## config.mk

```make
export PLATFORM = sky130hd
export DESIGN_NAME = hazard_ctrl_unit
export DESIGN_NICKNAME = d
export VERILOG_FILES = /design/src/rtl/hazard_pkg.sv /design/src/rtl/hazard_ctrl_unit_stall_ctrl.sv /design/src/rtl/hazard_ctrl_unit.sv
export SDC_FILE = /design/constraint.sdc
export NUM_CORES = 1
export LEC_CHECK = 0
export CAP_MARGIN = 15
export CORE_AREA = 2 2 88 107
export CTS_BUF_LIST = sky130_fd_sc_hd__clkbuf_4 sky130_fd_sc_hd__clkbuf_8 sky130_fd_sc_hd__clkbuf_16
export CTS_CLUSTER_DIAMETER = 100
export DETAILED_ROUTE_END_ITERATION = 10
export DIE_AREA = 0 0 90 109
export PLACE_DENSITY = 0.77
export SLEW_MARGIN = 20
export SYNTH_ARGS = -nofsm -noshare
export SYNTH_HDL_FRONTEND = slang
export SYNTH_HIERARCHICAL = 1
export SYNTH_SLANG_ARGS = --single-unit
```

## constraint.sdc

```tcl
create_clock -name clk -period 2.7 [get_ports clk]
set_clock_uncertainty 0.15 [all_clocks]
set_input_delay 0.54 -clock clk [delete_from_list [all_inputs] [get_ports clk]]
set_output_delay 0.54 -clock clk [all_outputs]
set_load 0.005 [all_outputs]
```

## src/rtl/hazard_pkg.sv

```systemverilog
// Shared constants and helpers for the hazard/forwarding controller.
// Provides the "no forward" select code, forward-select width helper
// and a saturating increment used by the performance counters.
package hazard_pkg;

    // Forward select value meaning "read the register file".
    localparam int FWD_NONE = 0;

    // Width needed to encode 0..n forward sources.
    function automatic int fs_width(input int n);
        return (n < 1) ? 1 : $clog2(n + 1);
    endfunction

    // Increment v, holding at the all-ones value of a w-bit counter.
    function automatic logic [63:0] sat_inc(
        input logic [63:0] v,
        input int          w
    );
        logic [63:0] top;
        top = (w >= 64) ? '1 : ((64'd1 << w) - 64'd1);
        return (v >= top) ? top : v + 64'd1;
    endfunction

endpackage

```

## src/rtl/hazard_ctrl_unit_stall_ctrl.sv

```systemverilog
// Mult/div busy tracking, flush/stall priority and perf counters.
// Ports: hz_stall/md_start/md_use/is_link/br_taken in; pipeline
// enables, flushes, stall, md_busy and saturating counters out.
module hazard_stall_ctrl
    import hazard_pkg::*;
#(
    parameter int MD_LAT = 4,
    parameter int CNT_W  = 32
) (
    input  logic             clk,
    input  logic             rst,
    input  logic             hz_stall,
    input  logic             is_link,
    input  logic             br_taken,
    input  logic             md_start,
    input  logic             md_use,
    output logic             en_if,
    output logic             en_id,
    output logic             flush_id,
    output logic             flush_ex,
    output logic             stall,
    output logic             md_busy,
    output logic [CNT_W-1:0] stall_cnt,
    output logic [CNT_W-1:0] flush_cnt
);

    localparam int MD_W = $clog2(MD_LAT + 1);

    logic [MD_W-1:0]  md_cnt_q;
    logic [MD_W-1:0]  md_cnt_d;
    logic [CNT_W-1:0] stall_cnt_q;
    logic [CNT_W-1:0] flush_cnt_q;
    logic             md_stall;
    logic             raw_stall;
    logic             md_acc;

    assign md_busy   = (md_cnt_q != '0);
    assign md_stall  = md_busy & (md_use | md_start);
    assign raw_stall = hz_stall | md_stall;

    // A taken branch discards the ID instruction, so it cannot stall.
    assign stall     = raw_stall & ~br_taken;
    assign md_acc    = md_start & ~raw_stall & ~br_taken;

    assign en_if     = ~stall;
    assign en_id     = ~stall;
    assign flush_ex  = br_taken | stall;
    assign flush_id  = br_taken | (~stall & is_link);

    // The in-flight mult/div is older than any branch: keep counting.
    always_comb begin
        md_cnt_d = md_cnt_q;
        if (md_acc) begin
            md_cnt_d = MD_W'(MD_LAT);
        end else if (md_busy) begin
            md_cnt_d = md_cnt_q - 1'b1;
        end
    end

    always_ff @(posedge clk) begin
        if (rst) begin
            md_cnt_q    <= '0;
            stall_cnt_q <= '0;
            flush_cnt_q <= '0;
        end else begin
            md_cnt_q <= md_cnt_d;
            if (stall) begin
                stall_cnt_q <= CNT_W'(sat_inc(64'(stall_cnt_q), CNT_W));
            end
            if (flush_id) begin
                flush_cnt_q <= CNT_W'(sat_inc(64'(flush_cnt_q), CNT_W));
            end
        end
    end

    assign stall_cnt = stall_cnt_q;
    assign flush_cnt = flush_cnt_q;

endmodule

```

## src/rtl/hazard_ctrl_unit.sv

```systemverilog
// RAW hazard detection and operand forwarding for the ID stage.
// Ports: ID sources, downstream stage writes in; forward selects,
// pipeline enables/flushes, stall, md_busy and perf counters out.
module hazard_ctrl_unit
    import hazard_pkg::*;
#(
    parameter  int REG_AW     = 5,
    parameter  int FWD_STAGES = 2,
    parameter  int LOAD_LAT   = 1,
    parameter  int MD_LAT     = 4,
    parameter  int CNT_W      = 32,
    localparam int FS_W       = fs_width(FWD_STAGES)
) (
    input  logic                         clk,
    input  logic                         rst,
    input  logic [REG_AW-1:0]            rs_addr,
    input  logic [REG_AW-1:0]            rt_addr,
    input  logic                         rs_used,
    input  logic                         rt_used,
    input  logic                         is_store,
    input  logic                         is_link,
    input  logic                         br_taken,
    input  logic                         md_start,
    input  logic                         md_use,
    input  logic [FWD_STAGES*REG_AW-1:0] wr_addr,
    input  logic [FWD_STAGES-1:0]        wr_en,
    input  logic [FWD_STAGES-1:0]        wr_is_load,
    output logic [FS_W-1:0]              fwd_a,
    output logic [FS_W-1:0]              fwd_b,
    output logic                         fwd_m,
    output logic                         en_if,
    output logic                         en_id,
    output logic                         flush_id,
    output logic                         flush_ex,
    output logic                         stall,
    output logic                         md_busy,
    output logic [CNT_W-1:0]             stall_cnt,
    output logic [CNT_W-1:0]             flush_cnt
);

    logic [FWD_STAGES-1:0] hit_a;
    logic [FWD_STAGES-1:0] hit_b;
    logic                  hz_stall;

    for (genvar k = 0; k < FWD_STAGES; k++) begin : g_stage
        logic [REG_AW-1:0] dst;
        assign dst = wr_addr[k*REG_AW +: REG_AW];
        assign hit_a[k] = rs_used && (rs_addr != '0)
                        && wr_en[k] && (dst == rs_addr);
        assign hit_b[k] = rt_used && (rt_addr != '0)
                        && wr_en[k] && (dst == rt_addr);
    end

    always_comb begin
        int   win_a;
        int   win_b;
        logic ld_a;
        logic ld_b;
        win_a    = FWD_NONE;
        win_b    = FWD_NONE;
        ld_a     = 1'b0;
        ld_b     = 1'b0;
        fwd_a    = '0;
        fwd_b    = '0;
        fwd_m    = 1'b0;
        hz_stall = 1'b0;
        // Walk oldest to youngest so the youngest match is kept last.
        for (int k = FWD_STAGES; k >= 1; k--) begin
            if (hit_a[k-1]) begin
                win_a = k;
                ld_a  = wr_is_load[k-1];
            end
            if (hit_b[k-1]) begin
                win_b = k;
                ld_b  = wr_is_load[k-1];
            end
        end
        if (win_a != FWD_NONE) begin
            if (!ld_a || win_a > LOAD_LAT) begin
                fwd_a = FS_W'(win_a);
            end else begin
                hz_stall = 1'b1;
            end
        end
        if (win_b != FWD_NONE) begin
            if (!ld_b || win_b > LOAD_LAT) begin
                fwd_b = FS_W'(win_b);
            end else if (is_store && win_b == LOAD_LAT) begin
                // Store data is needed late, after the load returns.
                fwd_m = 1'b1;
            end else begin
                hz_stall = 1'b1;
            end
        end
    end

    hazard_stall_ctrl #(
        .MD_LAT (MD_LAT),
        .CNT_W  (CNT_W)
    ) u_stall_ctrl (
        .clk       (clk),
        .rst       (rst),
        .hz_stall  (hz_stall),
        .is_link   (is_link),
        .br_taken  (br_taken),
        .md_start  (md_start),
        .md_use    (md_use),
        .en_if     (en_if),
        .en_id     (en_id),
        .flush_id  (flush_id),
        .flush_ex  (flush_ex),
        .stall     (stall),
        .md_busy   (md_busy),
        .stall_cnt (stall_cnt),
        .flush_cnt (flush_cnt)
    );

endmodule

```

=== Yosys cells after proc, flatten, opt, wreduce, memory -nomap -nowiden ===
Index checks and enable logic that the tools add are counted.
W data, S select, Z words.

* Add/subtract/negate cells: 3
* Multiply operators: 0
* Divide/modulo/power cells: 0
* $lt $le $gt $ge: 4
* Equality and inequality tests: 5
* Shifts and indexed selects: 0
* Muxes and demuxes: 24
* Bitwise logic cells: 12
* Reduce and logical (&&, ||, !) cells: 22

{| class="wikitable"
|+ Operators with widths
! kind !! count
|-
| $mux W32 || 4
|-
| $add A32 B1 Y32 const B || 2
|-
| $ge A32 B32 Y1 const B || 2
|-
| $gt A32 B2 Y1 const B || 2
|-
| $reduce_bool A32 Y1 || 2
|-
| $eq A32 B2 Y1 const B || 1
|-
| $eq A5 B5 Y1 || 4
|-
| $mux W1 || 12
|-
| $mux W2 || 6
|-
| $logic_and A1 B1 Y1 || 11
|-
| $reduce_bool A5 Y1 || 2
|-
| $mux W3 || 2
|-
| $and A1 B1 Y1 || 5
|-
| $or A1 B1 Y1 || 4
|-
| $not A1 Y1 || 3
|-
| $reduce_bool A3 Y1 || 1
|-
| $sub A3 B1 Y3 const B || 1
|-
| $logic_not A1 Y1 || 2
|-
| $logic_or A1 B1 Y1 || 2
|-
| $reduce_bool A2 Y1 || 1
|-
| $reduce_or A2 Y1 || 1
|}

* Register bits after elaboration: 67
* Bits in latches: 0
* Memory bits (writable): 0
* ROM bits: 0
* Input bits: 33
* Output and inout port bits: 75
* Word-level logic and storage cells: 74
* Memories: 0

=== Longest topological paths before layout ===
Gate-level depths: netlist (run 1).

* Depth after elaboration: 18
* Depth in mapped cells: 10
* Mapped depth without buffers: 10

=== Cells and area by module ===
Netlist (run 1), hierarchy kept.

{| class="wikitable"
|+ Modules (own cells, without submodules)
! module !! times used !! cells an instance !! area each (sq um) !! sequential area each (sq um)
|-
| hazard_stall_ctrl || 1 || 386 || 3,484.6 || 1,341.3
|-
| hazard_ctrl_unit || 1 || 41 || 320.3 || 0.0
|}

=== Worst setup path after synthesis (run 1) ===
Ideal clock, no wire load.

* Kind: input to output
* Start point: input port rs_addr[3]
* End point: output port en_if
* Arrival: 2.303 ns
* Required time: 2.010 ns
* Setup slack: -0.293 ns
* Cell stages on the path: 8
* Buffers on the path: 2
* Cells stage by stage: or4_4 o21ai_4 nor3_2 a22o_1 inv_1 a21o_1 clkbuf_1 buf_4

* Longest elaborated chain between the ends: 16
* Elaborated cells between the ends (all ways): 24
* Those cells by class: order compare (1); eq/ne (2); mux (9); bitwise (3); reduce/logical (9)

{| class="wikitable"
|+ RTL lines
! element !! RTL line !! source
|-
| start: declaration || hazard_ctrl_unit.sv:16 || <nowiki>input logic [REG_AW-1:0] rs_addr,</nowiki>
|-
| $reduce_bool A5 Y1 || hazard_ctrl_unit.sv:48 || <nowiki>assign hit_a[k] = rs_used && (rs_addr != '0)</nowiki>
|-
| $logic_and A1 B1 Y1 || hazard_ctrl_unit.sv:48 ||
|-
| $logic_and A1 B1 Y1 (2 in series) || hazard_ctrl_unit.sv:49 || <nowiki>&& wr_en[k] && (dst == rs_addr);</nowiki>
|-
| $mux W2 / $mux W1 (equally long branches) || hazard_ctrl_unit.sv:69 || <nowiki>if (hit_a[k-1]) begin</nowiki>
|-
| $mux W32 / $mux W1 (equally long branches) || hazard_ctrl_unit.sv:69 ||
|-
| $gt A32 B2 Y1 / $logic_not A1 Y1 (equally long branches) || hazard_ctrl_unit.sv:79 || <nowiki>if (!ld_a || win_a > LOAD_LAT) begin</nowiki>
|-
| $logic_or A1 B1 Y1 || hazard_ctrl_unit.sv:79 ||
|-
| $mux W1 || hazard_ctrl_unit.sv:79 ||
|-
| $mux W1 * || hazard_ctrl_unit.sv:78 || <nowiki>if (win_a != FWD_NONE) begin</nowiki>
|-
| $mux W1 || hazard_ctrl_unit.sv:88 || <nowiki>end else if (is_store && win_b == LOAD_LAT) begin</nowiki>
|-
| $mux W1 || hazard_ctrl_unit.sv:86 || <nowiki>if (!ld_b || win_b > LOAD_LAT) begin</nowiki>
|-
| $mux W1 * || hazard_ctrl_unit.sv:85 || <nowiki>if (win_b != FWD_NONE) begin</nowiki>
|-
| named net hz_stall || hazard_ctrl_unit.sv:43 || <nowiki>logic hz_stall;</nowiki>
|-
| $or A1 B1 Y1 * || hazard_ctrl_unit_stall_ctrl.sv:39 || <nowiki>assign raw_stall = hz_stall | md_stall;</nowiki>
|-
| $and A1 B1 Y1 * || hazard_ctrl_unit_stall_ctrl.sv:42 || <nowiki>assign stall = raw_stall & ~br_taken;</nowiki>
|-
| $not A1 Y1 * || -- ||
|-
| end: declaration || hazard_ctrl_unit.sv:31 || <nowiki>output logic en_if,</nowiki>
|}

Mark *: on every way through the listed nets, which the timed path passes. The rest lies on a longest branch.

=== Worst setup path in the final report (run 1) ===
* Start point: input port rs_addr[3]
* End point: output port flush_id

* Longest elaborated chain between the ends: 18
* Elaborated cells between the ends (all ways): 26
* Those cells by class: order compare (1); eq/ne (2); mux (9); bitwise (5); reduce/logical (9)

{| class="wikitable"
|+ RTL lines
! element !! RTL line !! source
|-
| $reduce_bool A5 Y1 || hazard_ctrl_unit.sv:48 ||
|-
| $logic_and A1 B1 Y1 || hazard_ctrl_unit.sv:48 ||
|-
| $logic_and A1 B1 Y1 (2 in series) || hazard_ctrl_unit.sv:49 ||
|-
| $mux W2 / $mux W1 (equally long branches) || hazard_ctrl_unit.sv:69 ||
|-
| $mux W32 / $mux W1 (equally long branches) || hazard_ctrl_unit.sv:69 ||
|-
| $gt A32 B2 Y1 / $logic_not A1 Y1 (equally long branches) || hazard_ctrl_unit.sv:79 ||
|-
| $logic_or A1 B1 Y1 || hazard_ctrl_unit.sv:79 ||
|-
| $mux W1 || hazard_ctrl_unit.sv:79 ||
|-
| [... 2 more ...] || -- ||
|-
| $mux W1 || hazard_ctrl_unit.sv:86 ||
|-
| $mux W1 * || hazard_ctrl_unit.sv:85 ||
|-
| named net hz_stall || hazard_ctrl_unit.sv:43 ||
|-
| $or A1 B1 Y1 * || hazard_ctrl_unit_stall_ctrl.sv:39 ||
|-
| $and A1 B1 Y1 * || hazard_ctrl_unit_stall_ctrl.sv:42 ||
|-
| $not A1 Y1 * || hazard_ctrl_unit_stall_ctrl.sv:48 || <nowiki>assign flush_id = br_taken | (~stall & is_link);</nowiki>
|-
| $and A1 B1 Y1 * || hazard_ctrl_unit_stall_ctrl.sv:48 ||
|-
| $or A1 B1 Y1 * || hazard_ctrl_unit_stall_ctrl.sv:48 ||
|-
| end: declaration || hazard_ctrl_unit.sv:33 || <nowiki>output logic flush_id,</nowiki>
|}

Marks and branches as above.

==> metrics, run 1 <==
cell count after synthesis 427; critical path's largest stage delay 540 ps; number of setup violations in the final report 34; RePlAce Congestion 0.844; register cell area after layout 1340 um2; critical path type primary input to output pin; IO Pins 108; Util after Layout 68.1%; Cell variety after synth 57; commonest non-fill, non-tap cell in the layout clkdlybuf4s50_1; # diodes 0; Syn Nets 465; Row Count 38; cell taking the most area after synthesis dfxtp_1; Clock Sinks 67; Starting DRT DRC Count 170; syn avg cell area 8.91 um2; clock latency at the later pin of the worst-skew pair 350 ps; hold slack 372 ps; largest net degree at the start of global routing 31; worst-margin pin slew 793 ps; H-tree level count 3; root buf cell clkbuf_8; maximum fanout along the worst path 5; post-DP HPWL 7910 um; Crit. End Element output pin; most frequent cells in the layout clkdlybuf4s50_1, dfxtp_1, buf_4; CTS hold repair buffers 0; Hold Violations, Final 0; failing checks setup timing; Vias per Instance 5.59; die width 90 um; Die Ht about 110 um; post-synthesis async set-or-reset flop share 0%; Filler cells 651; share of cells above drive strength 1 34.2%; PnR worst setup slack -185 ps; Worst slew margin 47.1%; Num CTS Buffers 9; Peak VDD IR 0.000326 V; Placed Cells 673; fin crit share 107%; max cap viols 0; CTS tree done; number of port buffers between 100 and 150; mapped cell area 3800 um2; Critical Path RT roughly 2000 ps; Multi-input gate area 2610 um2; Seq/Total Area, Yosys 35.3%; arrival time worst endpoint 2200 ps; pwr dens 464 nW/um2; final slew viol count 0; Synth-to-Final Area Change 58.2%; Slowest-stage cell, CP or4_4; layout net count 637; Leakage approximately 0.0022 uW; hold depth 1; Yosys Warn Count 6; R2R cell count 15; Overall Global Routing Usage 23.1%; first-pass GRT wire length ~18000 um; via count of the first global-routing pass 3904; hold crit path type flip-flop to flip-flop; RSZ-0062 raised after global routing yes; Cell Area, Placed 5220 um2; Residual DRC 0; ranking of synthesized cells by area dfxtp_1, xnor2_1, xor2_1, a21oi_2, a21oi_1; Yosys top cell area share between 30% and 40%; Total Power 2790 uW; fmax 0.347 GHz; Die Area 9810 um2; 1st-pass router iterations 4; Synth Flop Type dfxtp_1; CP Launch Type primary input; clock slew at reported path FFs 60 ps; Post-synth EDFFs 0; global route total overflow 0; clk buf depth 2; worst path cell trace buf_6 -> or4_4 -> o21ai_4 -> nor3_4 -> a22o_4 -> buf_4 -> nor2_4 -> a21o_1 -> buf_2; status complete, but fails checks; fin crit period around 2900 ps; Yosys reg bits 67; cell area after layout 6020 um2; Final Instance Count excl. Fillers 722; post-route ant nets 0; core area 8840 um2; Initial Util 43.0%; DR WL/cell 17.4 um; initial antenna violation count 0; WL final between 10000 and 15000 um; via count 4036
-- worst max-delay path, delay by kind of cell --
kind	cells	cell delay, ps
compound gates	3	610
buf+inv	3	380
simple gates	3	680
-- kinds of logic (layout without fill, tap and decap cells) --
logic type | count (synthesis) | in the layout | synth area share, %
xor gates and xnor gates | 67 | 67 | 15.4
and+or+nand+nor | 162 | 162 | 25.7
muxes | 1 | 1 | 0.263
adders and majority gates | 5 | 5 | 1.64
buffers and inverters | 34 | 209 | 5.06
AOI/OAI and AO/OA | 91 | 91 | 16.6
DFF | 67 | 67 | 35.3
-- metal layers --
layer	routed length [um]	global-route usage (%)	up-vias
met3	531	4.35	31
met5	0	0	-
met1	4900	25.8	1954
li1	-	-	1915
met2	6760	42.3	136
met4	376	11.8	0
-- per-stage QoR --
step,TNS [ps],setup WS [ps]
after global placement,-46440,-898
final,-2080,-185
after CTS,-1430,-206
after detailed placement,-55630,-995
after floorplan,-625,-180
after global routing,-5060,-247
-- synthesized netlist by cell type (2+ instances only) --
cell type,count
or4_1,2
dfxtp_1,67
buf_4,2
a21o_1,3
nand3_1,16
a21oi_1,30
nor2b_1,2
a311oi_1,2
nor4_1,15
inv_1,13
buf_2,2
a31oi_1,12
nand4_1,24
nand4_2,2
nand2_1,25
and3_1,10
a211oi_1,5
xor2_1,30
o21ai_0,6
clkbuf_1,12
buf_12,2
and4_1,5
ha_1,5
nor2_1,14
buf_6,3
xnor2_1,37
a21oi_2,20
nor3_1,19
or3_1,10
and2_1,2
or4_4,2
o21bai_1,3
-- registers in the layout, summed over array words and instances, names as in the netlist --
register                flops
u_stall_ctrl/stall_cnt     32
u_stall_ctrl/flush_cnt     32
u_stall_ctrl/md_cnt_q       3
-- area by class of cell --
cell class	instances	area share, %
repair buffers	182	27.9
multi-input cells	326	43.4
flip-flops and latches	67	22.3
inverters	13	0.852
well taps	120	2.49
clock buffers	11	2.41
clock inverters	3	0.665
-- final timing paths --
check / startpoint / end / slack (ps)
max: rs_addr[3] / flush_id / -190
min: u_stall_ctrl/stall_cnt[0]$_SDFFE_PP0P_ / u_stall_ctrl/stall_cnt[0]$_SDFFE_PP0P_ / 370
max reg2reg: u_stall_ctrl/md_cnt_q[0]$_SDFFE_PP0P_ / u_stall_ctrl/stall_cnt[3]$_SDFFE_PP0P_ / -20
min reg2reg: u_stall_ctrl/stall_cnt[0]$_SDFFE_PP0P_ / u_stall_ctrl/stall_cnt[0]$_SDFFE_PP0P_ / 370
-- power breakdown --
part | total, uW | switching (uW) | internal [uW]
combinational | 913 | 421 | 492
sequential | 1060 | 36.1 | 1020
clock | 820 | 371 | 449
-- repair_timing --
item	in CTS	in global routing
pin swaps	41	19
hold endpoints to repair	0	0
gates resized for setup	134	48
setup endpoints to repair	72	66
setup buffers	38	7
gates cloned	0	3
(Power assumes the default switching activity.)
==> inputs of run 2 (changes only) <==
- CORE_AREA: 2 2 88 107 -> 2 2 114 72
- DIE_AREA: 0 0 90 109 -> 0 0 116 74
- PLACE_DENSITY: 0.77 -> 0.84
- clock period: 2.7 -> 3.8 ns (I/O delays scaled with it)
==> metrics, run 2 (synthesis gave the netlist of run 1 again) <==
Filler cells 586 (-10%); RSZ-0062 raised after global routing no; Critical Path RT 2890 ps (+880 ps); Multi-input gate area 2310 um2 (-11%); commonest non-fill, non-tap cell in the layout clkdlybuf4s50_1; # diodes 0 (unchanged); max cap viols 0 (unchanged); number of setup violations in the final report 0 (-100%); number of port buffers 106 (unchanged); share of cells above drive strength 1 18.3% (-16 points); arrival time worst endpoint 2830 ps (+630 ps); Num CTS Buffers 9 (unchanged); fin crit period 3740 ps; via count of the first global-routing pass 3516 (-9.9%); Overall Global Routing Usage 25.3% (+2.2 points); FF-to-FF setup slack 1160 ps (+1180 ps); hold crit path type flip-flop to flip-flop; hold depth 1 (unchanged); R2R cell count 10 (-5); hold slack 378 ps (+6.27 ps); most frequent cells in the layout clkdlybuf4s50_1, dfxtp_1, buf_4; r2r endpoint u_stall_ctrl/stall_cnt[30]$_SDFFE_PP0P_; Synth-to-Final Area Change 45.0%; R2R Path Start u_stall_ctrl/md_cnt_q[0]$_SDFFE_PP0P_; fmax roughly 0.27 GHz; Crit. End Element output pin; die width 116 um (+29%); 1st-pass router iterations 4 (unchanged); clock latency at the later pin of the worst-skew pair 320 ps (-30 ps); global route total overflow 0 (unchanged); Placed Cells 658 (-2.2%); initial antenna violation count 0 (unchanged); root buf cell clkbuf_16; CP Launch Type primary input; largest net degree at the start of global routing 40 (+29%); DR WL/cell 16.2 um (-6.9%); Initial Util 50.3% (+7.2 points); Hold Violations, Final 0 (unchanged); clock slew at reported path FFs 50 ps (about the same); layout net count 602 (-5.5%); worst-margin pin slew 798 ps (+4.59 ps); Leakage 0.00192 uW (-11%); first-pass GRT wire length 17200 um (-6.5%); status completed; Worst slew margin 46.8% (-0.31 points); Clock Sinks 67 (unchanged); Row Count 25 (-34%); Peak VDD IR 0.000231 V (-29%); IO Pins 108 (unchanged); fin crit share 98.4%; pwr dens 382 nW/um2 (-18%); register cell area after layout 1340 um2 (unchanged); final slew viol count 0 (unchanged); WL final 10900 um (-13%); Starting DRT DRC Count 285 (+68%); Setup crit start rs_addr[4]; Hold Path End u_stall_ctrl/stall_cnt[0]$_SDFFE_PP0P_; CTS tree done; Die Area 8580 um2 (-12%); critical path type primary input to output pin; RePlAce Congestion 0.882 (+4.6%); maximum fanout along the worst path 3 (-2); via count 3753 (-7.0%); post-route ant nets 0 (unchanged); Residual DRC 0 (unchanged); Final Instance Count excl. Fillers 675 (-6.5%); H-tree level count 3 (unchanged); Die Ht 74 um (-32%); Vias per Instance 5.56 (-0.54%); clk buf depth 2 (unchanged); core area 7570 um2 (-14%); post-DP HPWL 7840 um (-0.94%); Hold Crit Start u_stall_ctrl/stall_cnt[0]$_SDFFE_PP0P_
## run 2: cell count changes in the layout (fill, tap and decap cells not counted), moves of 11 or more
cell	previous run	this run
a21oi_1	10	30
a21oi_2	38	20
buf_2	13	2
buf_4	58	40
buf_6	20	1
clkdlybuf4s50_1	74	93
## run 2: critical path, cell delays in order
cell and delay (ps):
clkdlybuf4s50_1 430, or4_4 510, o21ai_4 180, nor3_2 70, a22o_2 290, nor3_2 170, buf_4 140, inv_1 30
dlygate4sd2_1 250
## run 2: worst max path at each step
stage / end / slack, ps / cells after the start
3_3_place_gp: en_id / -290 / 8
2_1_floorplan: en_if / 370 / 8
3_5_place_dp: en_if / -380 / 8
6_report: flush_ex / 60 / 9
5_1_grt: flush_ex / 5 / 9
4_1_cts: flush_id / 1 / 9
## run 2: report_power, final
| group | internal [uW] | switching (uW) | total, uW |
|---|---|---|---|
| Clock | 610 | 281 | 891 |
| Sequential | 728 | 23.8 | 752 |
| Combinational | 244 | 221 | 464 |
| Total | 1580 | 525 | 2110 |
## run 2: per-layer routing
layer / track usage [%] / up-vias / wire length [um]
li1: - / 1844 / -
met1: 35.3 / 1766 / 5110
met2: 40.3 / 135 / 5090
met3: 5.13 / 8 / 658
met4: 7.41 / 0 / 78
met5: 0 / - / 0
## run 2: final cells by class
type / instances / share of cell area (%)
clock buffer: 12 / 4.72
clock inverter: 2 / 1.09
inverter: 13 / 0.885
multi-input combinational: 326 / 42.0
sequential: 67 / 24.3
tap: 108 / 2.45
timing repair buffer: 147 / 24.6
## run 2: repair_timing
item	in CTS	in global routing
resized for setup	21	6
hold buffers	0	0
endpoints found under the hold margin	0	0
setup buffers	3	0
endpoints found under the setup margin	6	3
pin swaps	5	4
## run 2: through the flow
stage / util (%) / power, uW / cell area, um2 / setup WS [ps] / setup TNS (ps)
2_1_floorplan: - / 979 / 3800 / 367 / 0
5_1_grt: 72.9 / 2200 / 5520 / 5.44 / 0
3_3_place_gp: 67.9 / 1190 / 5140 / -289 / -1200
4_1_cts: 72.7 / 2110 / 5500 / 1.38 / 0
6_report: 72.9 / 2110 / 5520 / 61.2 / 0
3_5_place_dp: 67.9 / 1210 / 5140 / -376 / -1700
